<file path="src/rtl/alu_seq_pkg.sv">
// Shared types and constants for the 8-bit ALU operation sequencer.
package alu_seq_pkg;

    // Operand width; results are twice this wide to hold a full product.
    localparam int unsigned DATA_W = 8;

    typedef enum logic [2:0] {
        OP_ADD = 3'b000,
        OP_SUB = 3'b001,
        OP_AND = 3'b010,
        OP_OR  = 3'b011,
        OP_XOR = 3'b100,
        OP_NOT = 3'b101,
        OP_MUL = 3'b110,
        OP_ILL = 3'b111
    } opcode_e;

    typedef enum logic [1:0] {
        ST_IDLE = 2'b00,
        ST_EXEC = 2'b01,
        ST_MUL  = 2'b10,
        ST_DONE = 2'b11
    } state_e;

    // An opcode is legal unless it is the reserved code or a multiply
    // on a build without the multiplier.
    function automatic logic op_is_legal(input opcode_e op, input logic mul_en);
        logic legal;
        case (op)
            OP_ILL:  legal = 1'b0;
            OP_MUL:  legal = mul_en;
            default: legal = 1'b1;
        endcase
        return legal;
    endfunction

endpackage

</file>
<file path="src/rtl/alu_op_sequencer_if.sv">
// Request/response bus between a requester and the ALU sequencer.
interface alu_op_sequencer_if;
    import alu_seq_pkg::*;

    logic                  req_valid;
    logic                  req_ready;
    logic [2:0]            opcode;
    logic [DATA_W-1:0]     a;
    logic [DATA_W-1:0]     b;
    logic                  rsp_valid;
    logic                  rsp_ready;
    logic [2*DATA_W-1:0]   result;
    logic                  carry;
    logic                  zero;
    logic                  err;
    logic                  busy;

    modport master (
        output req_valid, opcode, a, b, rsp_ready,
        input  req_ready, rsp_valid, result, carry, zero, err, busy
    );

    modport slave (
        input  req_valid, opcode, a, b, rsp_ready,
        output req_ready, rsp_valid, result, carry, zero, err, busy
    );

endinterface

</file>
<file path="src/rtl/alu8_comb.sv">
// Combinational 8-bit operation unit: ripple adder/subtractor and logic ops.
module alu8_comb
    import alu_seq_pkg::*;
(
    input  opcode_e           op_i,
    input  logic [DATA_W-1:0] a_i,
    input  logic [DATA_W-1:0] b_i,
    output logic [DATA_W-1:0] y_o,
    output logic              co_o
);

    logic [DATA_W-1:0] b_eff_s;
    logic [DATA_W-1:0] sum_s;
    logic              carry_s;

    // Ripple-carry adder; subtract inverts b and injects a carry-in of one.
    always_comb begin
        b_eff_s = (op_i == OP_SUB) ? ~b_i : b_i;
        carry_s = (op_i == OP_SUB);
        sum_s   = {DATA_W{1'b0}};
        for (int i = 0; i < DATA_W; i++) begin
            sum_s[i] = a_i[i] ^ b_eff_s[i] ^ carry_s;
            carry_s  = (a_i[i] & b_eff_s[i]) | (carry_s & (a_i[i] ^ b_eff_s[i]));
        end
    end

    // Select the operation result; only the arithmetic ops report a carry.
    always_comb begin
        y_o  = {DATA_W{1'b0}};
        co_o = 1'b0;
        case (op_i)
            OP_ADD,
            OP_SUB: begin
                y_o  = sum_s;
                co_o = carry_s;
            end
            OP_AND:  y_o = a_i & b_i;
            OP_OR:   y_o = a_i | b_i;
            OP_XOR:  y_o = a_i ^ b_i;
            OP_NOT:  y_o = ~a_i;
            default: begin
                y_o  = {DATA_W{1'b0}};
                co_o = 1'b0;
            end
        endcase
    end

endmodule

</file>
<file path="src/rtl/alu_op_sequencer.sv">
// Sequencer: accepts one operation, runs it through the shared 8-bit unit
// (once, or eight shift-add steps for multiply) and holds the response.
module alu_op_sequencer
    import alu_seq_pkg::*;
#(
    parameter bit MUL_EN = 1'b1
)
(
    input  logic               clk,
    input  logic               rst_n,
    alu_op_sequencer_if.slave  bus
);

    state_e                state_q, state_d;
    opcode_e               op_q, op_d;
    logic [DATA_W-1:0]     a_q, a_d, b_q, b_d;
    logic [2:0]            cnt_q, cnt_d;
    logic                  mul_load_q, mul_load_d;
    logic [2*DATA_W-1:0]   acc_q, acc_d;
    logic [2*DATA_W-1:0]   result_q, result_d;
    logic                  carry_q, carry_d;
    logic                  zero_q, zero_d;
    logic                  err_q, err_d;

    logic                  accept_s;
    opcode_e               alu_op_s;
    logic [DATA_W-1:0]     alu_a_s, alu_b_s, alu_y_s;
    logic                  alu_co_s;
    logic [2*DATA_W-1:0]   exec_res_s;

    assign accept_s = bus.req_valid && (state_q == ST_IDLE);

    alu8_comb u_alu (
        .op_i (alu_op_s),
        .a_i  (alu_a_s),
        .b_i  (alu_b_s),
        .y_o  (alu_y_s),
        .co_o (alu_co_s)
    );

    // Next-state logic.
    always_comb begin
        state_d = state_q;
        case (state_q)
            ST_IDLE: begin
                if (accept_s) begin
                    if ((opcode_e'(bus.opcode) == OP_MUL) && MUL_EN) begin
                        state_d = ST_MUL;
                    end else begin
                        state_d = ST_EXEC;
                    end
                end else begin
                    state_d = ST_IDLE;
                end
            end
            ST_EXEC: state_d = ST_DONE;
            ST_MUL: begin
                if (!mul_load_q && (cnt_q == 3'd7)) begin
                    state_d = ST_DONE;
                end else begin
                    state_d = ST_MUL;
                end
            end
            ST_DONE: begin
                if (bus.rsp_ready) begin
                    state_d = ST_IDLE;
                end else begin
                    state_d = ST_DONE;
                end
            end
            default: state_d = ST_IDLE;
        endcase
    end

    // Operand mux for the shared unit: multiply steps add a into the upper
    // accumulator byte when the current multiplier bit is set.
    always_comb begin
        if (state_q == ST_MUL) begin
            alu_op_s = OP_ADD;
            alu_a_s  = acc_q[2*DATA_W-1:DATA_W];
            alu_b_s  = acc_q[0] ? a_q : {DATA_W{1'b0}};
        end else begin
            alu_op_s = op_q;
            alu_a_s  = a_q;
            alu_b_s  = b_q;
        end
    end

    // Datapath next-state: operand capture, single-cycle execute, shift-add multiply.
    always_comb begin
        op_d       = op_q;
        a_d        = a_q;
        b_d        = b_q;
        cnt_d      = cnt_q;
        mul_load_d = mul_load_q;
        acc_d      = acc_q;
        result_d   = result_q;
        carry_d    = carry_q;
        zero_d     = zero_q;
        err_d      = err_q;
        exec_res_s = {{DATA_W{1'b0}}, alu_y_s};
        case (state_q)
            ST_IDLE: begin
                if (accept_s) begin
                    op_d       = opcode_e'(bus.opcode);
                    a_d        = bus.a;
                    b_d        = bus.b;
                    cnt_d      = 3'd0;
                    mul_load_d = 1'b1;
                end else begin
                    op_d = op_q;
                end
            end
            ST_EXEC: begin
                if (op_is_legal(op_q, MUL_EN)) begin
                    result_d = exec_res_s;
                    carry_d  = ((op_q == OP_ADD) || (op_q == OP_SUB)) ? alu_co_s : 1'b0;
                    zero_d   = (exec_res_s == {2*DATA_W{1'b0}});
                    err_d    = 1'b0;
                end else begin
                    result_d = {2*DATA_W{1'b0}};
                    carry_d  = 1'b0;
                    zero_d   = 1'b1;
                    err_d    = 1'b1;
                end
            end
            ST_MUL: begin
                if (mul_load_q) begin
                    // First multiply cycle loads the multiplier into the low byte.
                    acc_d      = {{DATA_W{1'b0}}, b_q};
                    mul_load_d = 1'b0;
                end else begin
                    acc_d = {alu_co_s, alu_y_s, acc_q[DATA_W-1:1]};
                    cnt_d = cnt_q + 3'd1;
                    if (cnt_q == 3'd7) begin
                        result_d = acc_d;
                        carry_d  = 1'b0;
                        zero_d   = (acc_d == {2*DATA_W{1'b0}});
                        err_d    = 1'b0;
                    end else begin
                        result_d = result_q;
                    end
                end
            end
            default: begin
                result_d = result_q;
            end
        endcase
    end

    // Output decode from the state and result registers.
    always_comb begin
        bus.req_ready = (state_q == ST_IDLE);
        bus.busy      = (state_q != ST_IDLE);
        bus.rsp_valid = (state_q == ST_DONE);
        bus.result    = result_q;
        bus.carry     = carry_q;
        bus.zero      = zero_q;
        bus.err       = err_q;
    end

    // State and datapath registers with synchronous active-low reset.
    always_ff @(posedge clk) begin
        if (!rst_n) begin
            state_q    <= ST_IDLE;
            op_q       <= OP_ADD;
            a_q        <= {DATA_W{1'b0}};
            b_q        <= {DATA_W{1'b0}};
            cnt_q      <= 3'd0;
            mul_load_q <= 1'b0;
            acc_q      <= {2*DATA_W{1'b0}};
            result_q   <= {2*DATA_W{1'b0}};
            carry_q    <= 1'b0;
            zero_q     <= 1'b0;
            err_q      <= 1'b0;
        end else begin
            state_q    <= state_d;
            op_q       <= op_d;
            a_q        <= a_d;
            b_q        <= b_d;
            cnt_q      <= cnt_d;
            mul_load_q <= mul_load_d;
            acc_q      <= acc_d;
            result_q   <= result_d;
            carry_q    <= carry_d;
            zero_q     <= zero_d;
            err_q      <= err_d;
        end
    end

endmodule

</file>
<file path="src/flat_wrapper.sv">
// flat-port wrapper written by rule: the top's interface ports become plain ports
module alu_op_sequencer_flat import alu_seq_pkg::*;
#(
    parameter bit MUL_EN = 1'b1
)
  (clk, rst_n, bus_req_valid, bus_opcode, bus_a, bus_b, bus_rsp_ready, bus_req_ready, bus_rsp_valid, bus_result, bus_carry, bus_zero, bus_err, bus_busy);
  alu_op_sequencer_if bus_i ();
  input  logic clk;
  input  logic rst_n;
  input wire logic [$bits(bus_i.req_valid)-1:0] bus_req_valid;
  input wire logic [$bits(bus_i.opcode)-1:0] bus_opcode;
  input wire logic [$bits(bus_i.a)-1:0] bus_a;
  input wire logic [$bits(bus_i.b)-1:0] bus_b;
  input wire logic [$bits(bus_i.rsp_ready)-1:0] bus_rsp_ready;
  output wire logic [$bits(bus_i.req_ready)-1:0] bus_req_ready;
  output wire logic [$bits(bus_i.rsp_valid)-1:0] bus_rsp_valid;
  output wire logic [$bits(bus_i.result)-1:0] bus_result;
  output wire logic [$bits(bus_i.carry)-1:0] bus_carry;
  output wire logic [$bits(bus_i.zero)-1:0] bus_zero;
  output wire logic [$bits(bus_i.err)-1:0] bus_err;
  output wire logic [$bits(bus_i.busy)-1:0] bus_busy;
  assign bus_i.req_valid = bus_req_valid;
  assign bus_i.opcode = bus_opcode;
  assign bus_i.a = bus_a;
  assign bus_i.b = bus_b;
  assign bus_i.rsp_ready = bus_rsp_ready;
  assign bus_req_ready = bus_i.req_ready;
  assign bus_rsp_valid = bus_i.rsp_valid;
  assign bus_result = bus_i.result;
  assign bus_carry = bus_i.carry;
  assign bus_zero = bus_i.zero;
  assign bus_err = bus_i.err;
  assign bus_busy = bus_i.busy;
  alu_op_sequencer #(.MUL_EN(MUL_EN)) u_core (.clk(clk), .rst_n(rst_n), .bus(bus_i));
endmodule
</file>
<file path="config.mk">
export PLATFORM = sky130hd
export DESIGN_NAME = alu_op_sequencer_flat
export DESIGN_NICKNAME = d
export VERILOG_FILES = /design/src/rtl/alu_seq_pkg.sv /design/src/rtl/alu_op_sequencer_if.sv /design/src/rtl/alu8_comb.sv /design/src/rtl/alu_op_sequencer.sv /design/src/flat_wrapper.sv
export SDC_FILE = /design/constraint.sdc
export NUM_CORES = 1
export LEC_CHECK = 0
export ABC_AREA = 0
export CORE_ASPECT_RATIO = 0.8
export CORE_MARGIN = 3
export CORE_UTILIZATION = 50
export CTS_CLUSTER_SIZE = 28
export DETAILED_ROUTE_END_ITERATION = 6
export HOLD_SLACK_MARGIN = 0.15
export PLACE_DENSITY = 0.72
export SETUP_SLACK_MARGIN = 0.05
export SLEW_MARGIN = 15
export SYNTH_ARGS = -nofsm -noshare
export SYNTH_HDL_FRONTEND = slang
export SYNTH_HIERARCHICAL = 1
export SYNTH_SLANG_ARGS = --single-unit
</file>
<file path="constraint.sdc">
create_clock -name clk -period 6.8 [get_ports clk]
set_clock_uncertainty 0.2 [all_clocks]
set_input_delay 1.36 -clock clk [delete_from_list [all_inputs] [get_ports clk]]
set_output_delay 1.36 -clock clk [all_outputs]
set_load 0.1 [all_outputs]
</file>
==> impl_metrics.yaml, run 1 <==
outcome:
  outcome: "completed"
layout:
  seq_area_um2: 1200
  drive_gt1_frac: 0.0559
  multi_input_area_um2: 1990
  fin_cells: 549
  fillers: 583
  syn2layout_area_growth_pct: 18.4
  finish.utilization: 0.624
  nets: 508
  antennaDiodeCount: 0
cts:
  cts_hold_buf: 0
  ctsResizeCount: 0
  cts_root_buf: "clkbuf_8"
  cts_buffers: 9
  clkLatencyLatePin_ns: 0.34
  cts_tree: "yes"
  postCtsSetupBuffers: 0
  h-tree-depth: 3
  path_clk_slew_ns: 0.07
  clockBufferDepth: 2
  clkSinkCount: 60
worst_setup_path:
  rrSetupSlack_ns: 0.88
  path_class: "reg2reg"
  cp.depth: 23
  cp_data_arrival_time_ns: 6.00
  worstSetupEndpoint: "u_core/bus.zero$_SDFFE_PN0P_"
  critPathCaptureType: "register"
  reg2reg_depth: 23
  cp_cell_sequence: "nand2b_1, buf_4, and2_1, nor2_2, and2_4, mux2_4, fa_1, inv_1, fa_1, inv_1, fa_1, fa_1, inv_1, fa_1, inv_1, fa_1, fa_1, a2bb2oi_1, o221ai_1, nor4_1, a41oi_1, o21ai_2, o211a_1"
  crit_fanout: 29
  worstPathRequired_ns: 6.88
  crit_slowest_cell: "fa_1"
  critPathTopFamily: "adder cells"
  slowest_delay_ns: 0.44
  cp.buffers_inverters: 5
  cp-start-kind: "register"
  reg2reg_from: "u_core/state_q[0]$_SDFF_PN0_"
  cp_common_cell: "fa_1"
  regToRegEndpoint: "u_core/bus.zero$_SDFFE_PN0P_"
  startpoint: "u_core/state_q[0]$_SDFF_PN0_"
placed_design:
  gp_congestion: 0.873
  port_buffers: 44
  dp_hpwl_mm: 6.35
  dp.cells: 533
floorplan:
  ioPinCount: 45
  die_w_um: 98.6
  core-area_um2: 6510
  initial_core_util: 0.527
  rows: 26
  die_height_um: 80.1
  die-area_um2: 7890
job:
  drv_cap: 0
synthesis:
  ys.flop_type: "dfxtp_1"
  synthArstFlopShare: 0
  synth_cell_types: 45
  synth_edf_count: 0
  avgSynthCellArea_um2: 7.97
  netlist_instances: 430
  synth-seq-area-share: 0.350
  syn_area_um2: 3430
  syn-num-nets: 478
  yosysWarnings: 6
  ys_seq_elements: 60
routing:
  drt.antenna.violating_nets: 0
  vias: 3143
  wirelength_mm: 9.01
  via_per_inst: 5.72
  drt_iter0_markers: 232
  drtPass1Iterations: 7
  drc: 0
  post_drt_wl_per_cell_um: 16.4
global_routing:
  grt_max_degree: 52
  grt_pass1_wl_mm: 14.6
  grt_pass1_vias: 2931
  antenna_found_initial: 0
  grtUsageTotal: 0.236
  gr-total-overflow: 0
sta:
  max_slew.worst_pin.slew_ns: 0.981
  timing.hold.ws_ns: 0.256
  setup_tns_ns: 0
  max_clock_freq_ghz: 0.169
  final_hold_viol_count: 0
  rsz0062_at_grt: "false"
  slew_violations: 0
  period_share: 0.871
  slew_headroom: 0.344
  setup_viol: 0
  layout_min_cycle_time_ns: 5.92
power_and_ir_drop:
  p_sw_mw: 0.398
  internal_power_mw: 0.677
  switching_share: 0.370
  vdd_ir_drop_max_mv: 0.203
  leakagePower_nw: 1.59
  clkPwrFrac: 0.306
  p_seq_frac: 0.381
  p_total_mw: 1.08
  combPwrFrac: 0.312
  p_per_area_nw_per_um2: 265
worst_hold_path:
  hold_class: "reg2reg"
==> layer usage <==
metal	up-vias	share of wire	track usage
met5	-	0	0
met4	0	0.020	0.0900
met3	18	0.079	0.0686
li1	1529	-	-
met2	135	0.42	0.350
met1	1461	0.48	0.324
==> placed cells by master, fill, tap and decap left out, types with 2 or more instances in the layout <==
master and count:
o21ai_0 11, nor2b_1 3, a21oi_1 33, nand3_1 8, fa_1 7, clkdlybuf4s50_1 44, nand2_1 100, mux2i_1 11
and2_1 5, inv_1 23, ha_1 18, buf_4 4, a221oi_1 9, clkinv_2 2, a211oi_1 8, dfxtp_1 60
nor4_1 4, a2bb2oi_1 5, o22a_1 2, nand2b_1 3, xnor2_1 7, o221ai_1 7, nor3b_1 2, a22oi_1 11
nor3b_2 2, nand3b_1 8, clkbuf_8 11, nor2_1 37
==> through the flow <==
| step | area (um2) | setup WS, ns |
|---|---|---|
| after floorplan | 3430 | 1.41 |
| after global placement | 3850 | 1.16 |
| after detailed placement | 3850 | 0.948 |
| after CTS | 4060 | 0.921 |
| after global routing | 4060 | 0.467 |
| final | 4060 | 0.877 |
==> registers in the layout, indices dropped and copies added, names as in the netlist <==
signal / cells
u_core/bus.carry: 1
u_core/b_q: 8
u_core/cnt_q: 3
u_core/acc_q: 16
u_core/bus.zero: 1
u_core/op_q: 3
u_core/mul_load_q: 1
u_core/bus.err: 1
u_core/bus.result: 16
u_core/state_q: 2
u_core/a_q: 8
==> logic make-up (layout without fill, tap and decap cells) <==
| kind of cell | count (synthesis) | count (layout) | share of synthesized area |
|---|---|---|---|
| DFF | 60 | 60 | 0.350 |
| buffers and inverters | 53 | 88 | 0.0712 |
| muxes | 12 | 12 | 0.0365 |
| adders and majority gates | 25 | 25 | 0.107 |
| AOI/OAI and AO/OA | 93 | 93 | 0.182 |
| and+or+nand+nor | 180 | 180 | 0.235 |
| xor gates and xnor gates | 7 | 7 | 0.0179 |
==> power by group through the flow <==
stage	Clock (mW)	Combinational (mW)	Sequential (mW)
after floorplan	0	0.209	0.452
after global placement	0	0.328	0.416
after detailed placement	0	0.331	0.417
after CTS	0.333	0.333	0.409
after global routing	0.347	0.365	0.413
final	0.329	0.336	0.410
==> cell type report <==
type,count,share of cell area
Clock inverter,4,0.0117
Clock buffer,12,0.0382
Inverter,24,0.0222
Timing Repair Buffer,48,0.116
Sequential cell,60,0.296
Tap cell,84,0.0259
Multi-Input combinational cell,317,0.490
==> worst min-delay path, stage by stage (launching register included) <==
cell and delay, ns:
dfxtp_1 0.31, nand2_1 0.05, a21oi_1 0.05
==> synthesized netlist by cell type (all sizes together), types with 2 or more instances <==
library cell / n / area, um2
dfxtp: 60 / 1200
a21oi: 33 / 165
ha: 18 / 225
o21ai: 12 / 63.8
xnor2: 7 / 61.3
buf: 13 / 93.8
o221ai: 7 / 61.3
a2bb2oi: 5 / 43.8
nand3b: 8 / 60.1
nand2b: 3 / 18.8
a22oi: 11 / 82.6
a211oi: 8 / 60.1
nor3b: 4 / 35.0
clkbuf: 16 / 60.1
fa: 7 / 140
and2: 6 / 40.0
a221oi: 9 / 78.8
o22a: 2 / 17.5
nand2: 100 / 375
inv: 23 / 86.3
nor2: 39 / 156
nand3: 8 / 40.0
nor2b: 3 / 18.8
nor4: 4 / 25.0
mux2i: 11 / 110
==> worst min-delay path by stage <==
stage / start / to / cells after the start
after global routing: u_core/acc_q[14]$_SDFFE_PN0P_ / u_core/acc_q[14]$_SDFFE_PN0P_ / 2
after floorplan: u_core/acc_q[10]$_SDFFE_PN0P_ / u_core/acc_q[10]$_SDFFE_PN0P_ / 2
final: u_core/acc_q[9]$_SDFFE_PN0P_ / u_core/acc_q[9]$_SDFFE_PN0P_ / 2
after global placement: u_core/acc_q[14]$_SDFFE_PN0P_ / u_core/acc_q[14]$_SDFFE_PN0P_ / 2
after CTS: u_core/acc_q[14]$_SDFFE_PN0P_ / u_core/acc_q[14]$_SDFFE_PN0P_ / 2
after detailed placement: u_core/acc_q[9]$_SDFFE_PN0P_ / u_core/acc_q[9]$_SDFFE_PN0P_ / 2
(Power assumes the default switching activity.)
==> run 2: changes to the inputs <==
==> constraint.sdc (replaced) <==
create_clock -name clk -period 5.68 [get_ports clk]
set_clock_uncertainty 0.2 [all_clocks]
set_input_delay 1.136 -clock clk [delete_from_list [all_inputs] [get_ports clk]]
set_output_delay 1.136 -clock clk [all_outputs]
set_load 0.1 [all_outputs]
==> impl_metrics.yaml, run 2 (synthesis gave the netlist of run 1 again) <==
job:
  drv_cap: 0
cts:
  postCtsSetupBuffers: 0
  clkSinkCount: 60
  cts_root_buf: "clkbuf_8"
  h-tree-depth: 3
  path_clk_slew_ns: 0.06
  cts_tree: "yes"
  clockBufferDepth: 2
  clkLatencyLatePin_ns: 0.34
  cts_buffers: 9
sta:
  setup_viol: 0
  slew_headroom: 0.302
  timing.hold.ws_ns: 0.261
  max_clock_freq_ghz: 0.191
  setup_ws_ns: 0.437
  final_hold_viol_count: 0
  period_share: 0.923
  slew_violations: 0
  rsz0062_at_grt: "false"
  setup_tns_ns: 0
  max_slew.worst_pin.slew_ns: 1.04
  layout_min_cycle_time_ns: 5.24
global_routing:
  grtUsageTotal: 0.236
  grt_pass1_vias: 3012
  antenna_found_initial: 0
  grt_pass1_wl_mm: 14.6
  grt_max_degree: 42
  gr-total-overflow: 0
placed_design:
  gp_congestion: 0.884
  port_buffers: 44
  dp.cells: 539
  dp_hpwl_mm: 6.53
  place_ws_ns: 0.333
  post_dp_cell_area_um2: 3900
routing:
  via_per_inst: 5.70
  wirelength_mm: 9.03
  drtPass1Iterations: 4
  vias: 3164
  drc: 0
  drt_iter0_markers: 201
  drt.antenna.violating_nets: 0
  post_drt_wl_per_cell_um: 16.3
layout:
  nets: 514
  drive_gt1_frac: 0.0764
  layout_commonest_cell: "nand2_1"
  finish.utilization: 0.634
  fin_cells: 555
  antennaDiodeCount: 0
  syn2layout_area_growth_pct: 20.4
  layout_common_cells: "nand2_1 (100), dfxtp_1 (58), clkdlybuf4s50_1 (44)"
  finalInstanceArea_um2: 4130
worst_hold_path:
  hold_class: "reg2reg"
floorplan:
  die-area_um2: 7890
  die_w_um: 98.6
  rows: 26
  ioPinCount: 45
  core-area_um2: 6510
  die_height_um: 80.1
  initial_core_util: 0.527
worst_setup_path:
  cp_data_arrival_time_ns: 5.33
  cp-start-kind: "register"
  crit_fanout: 13
  path_class: "reg2reg"
  critPathCaptureType: "register"
  worstPathRequired_ns: 5.76
power_and_ir_drop:
  p_per_area_nw_per_um2: 322
  vdd_ir_drop_max_mv: 0.194
  p_total_mw: 1.33
  leakagePower_nw: 1.63
outcome:
  outcome: "completed"
run 2: repair_timing:
action	in CTS	in global routing
setup endpoints to repair	0	1
hold buffers	0	0
gates resized for setup	0	4
run 2: cell type report:
type / instances / area, um2
fillers: 564 / 2380
multi-input cells: 317 / 2000
flip-flops and latches: 60 / 1200
repair buffers: 54 / 515
clock buffers: 11 / 141
well taps: 84 / 105
inverters: 24 / 90.1
clock inverters: 5 / 75.1
run 2: path summary, 6_finish.rpt:
kind | startpoint | to | slack [ns] | depth (start not counted)
setup reg to reg | u_core/state_q[0]$_SDFF_PN0_ | u_core/bus.zero$_SDFFE_PN0P_ | 0.44 | 23
hold / removal | u_core/op_q[0]$_SDFFE_PN0P_ | u_core/op_q[0]$_SDFFE_PN0P_ | 0.26 | 2
hold reg to reg | u_core/op_q[0]$_SDFFE_PN0P_ | u_core/op_q[0]$_SDFFE_PN0P_ | 0.26 | 2
setup / recovery | u_core/state_q[0]$_SDFF_PN0_ | u_core/bus.zero$_SDFFE_PN0P_ | 0.44 | 23
run 2: metal layers:
layer / GRT usage / vias up / routed length, um
met5: 0 / - / 0
met4: 0.0941 / 0 / 151
met3: 0.0642 / 14 / 536
met2: 0.366 / 108 / 4020
met1: 0.312 / 1501 / 4310
li1: - / 1541 / -
run 2: critical path, stage by stage, from the launching register on:
cell	delay, ns
dfxtp_2	0.39
nand2b_1	0.17
buf_4	0.20
nand2_1	0.07
nand2_1	0.08
inv_1	0.07
mux2_4	0.30
fa_1	0.36
inv_1	0.09
fa_1	0.16
inv_1	0.05
fa_1	0.40
fa_1	0.37
inv_1	0.08
fa_1	0.17
inv_1	0.05
fa_1	0.37
fa_1	0.43
a2bb2oi_1	0.13
o221ai_1	0.17
nor4_2	0.35
a41oi_1	0.18
o21ai_2	0.16
o211a_1	0.16
run 2: report_power, final:
group	switching [mW]	internal (mW)
Sequential	0.0364	0.454
Combinational	0.276	0.141
Clock	0.165	0.257
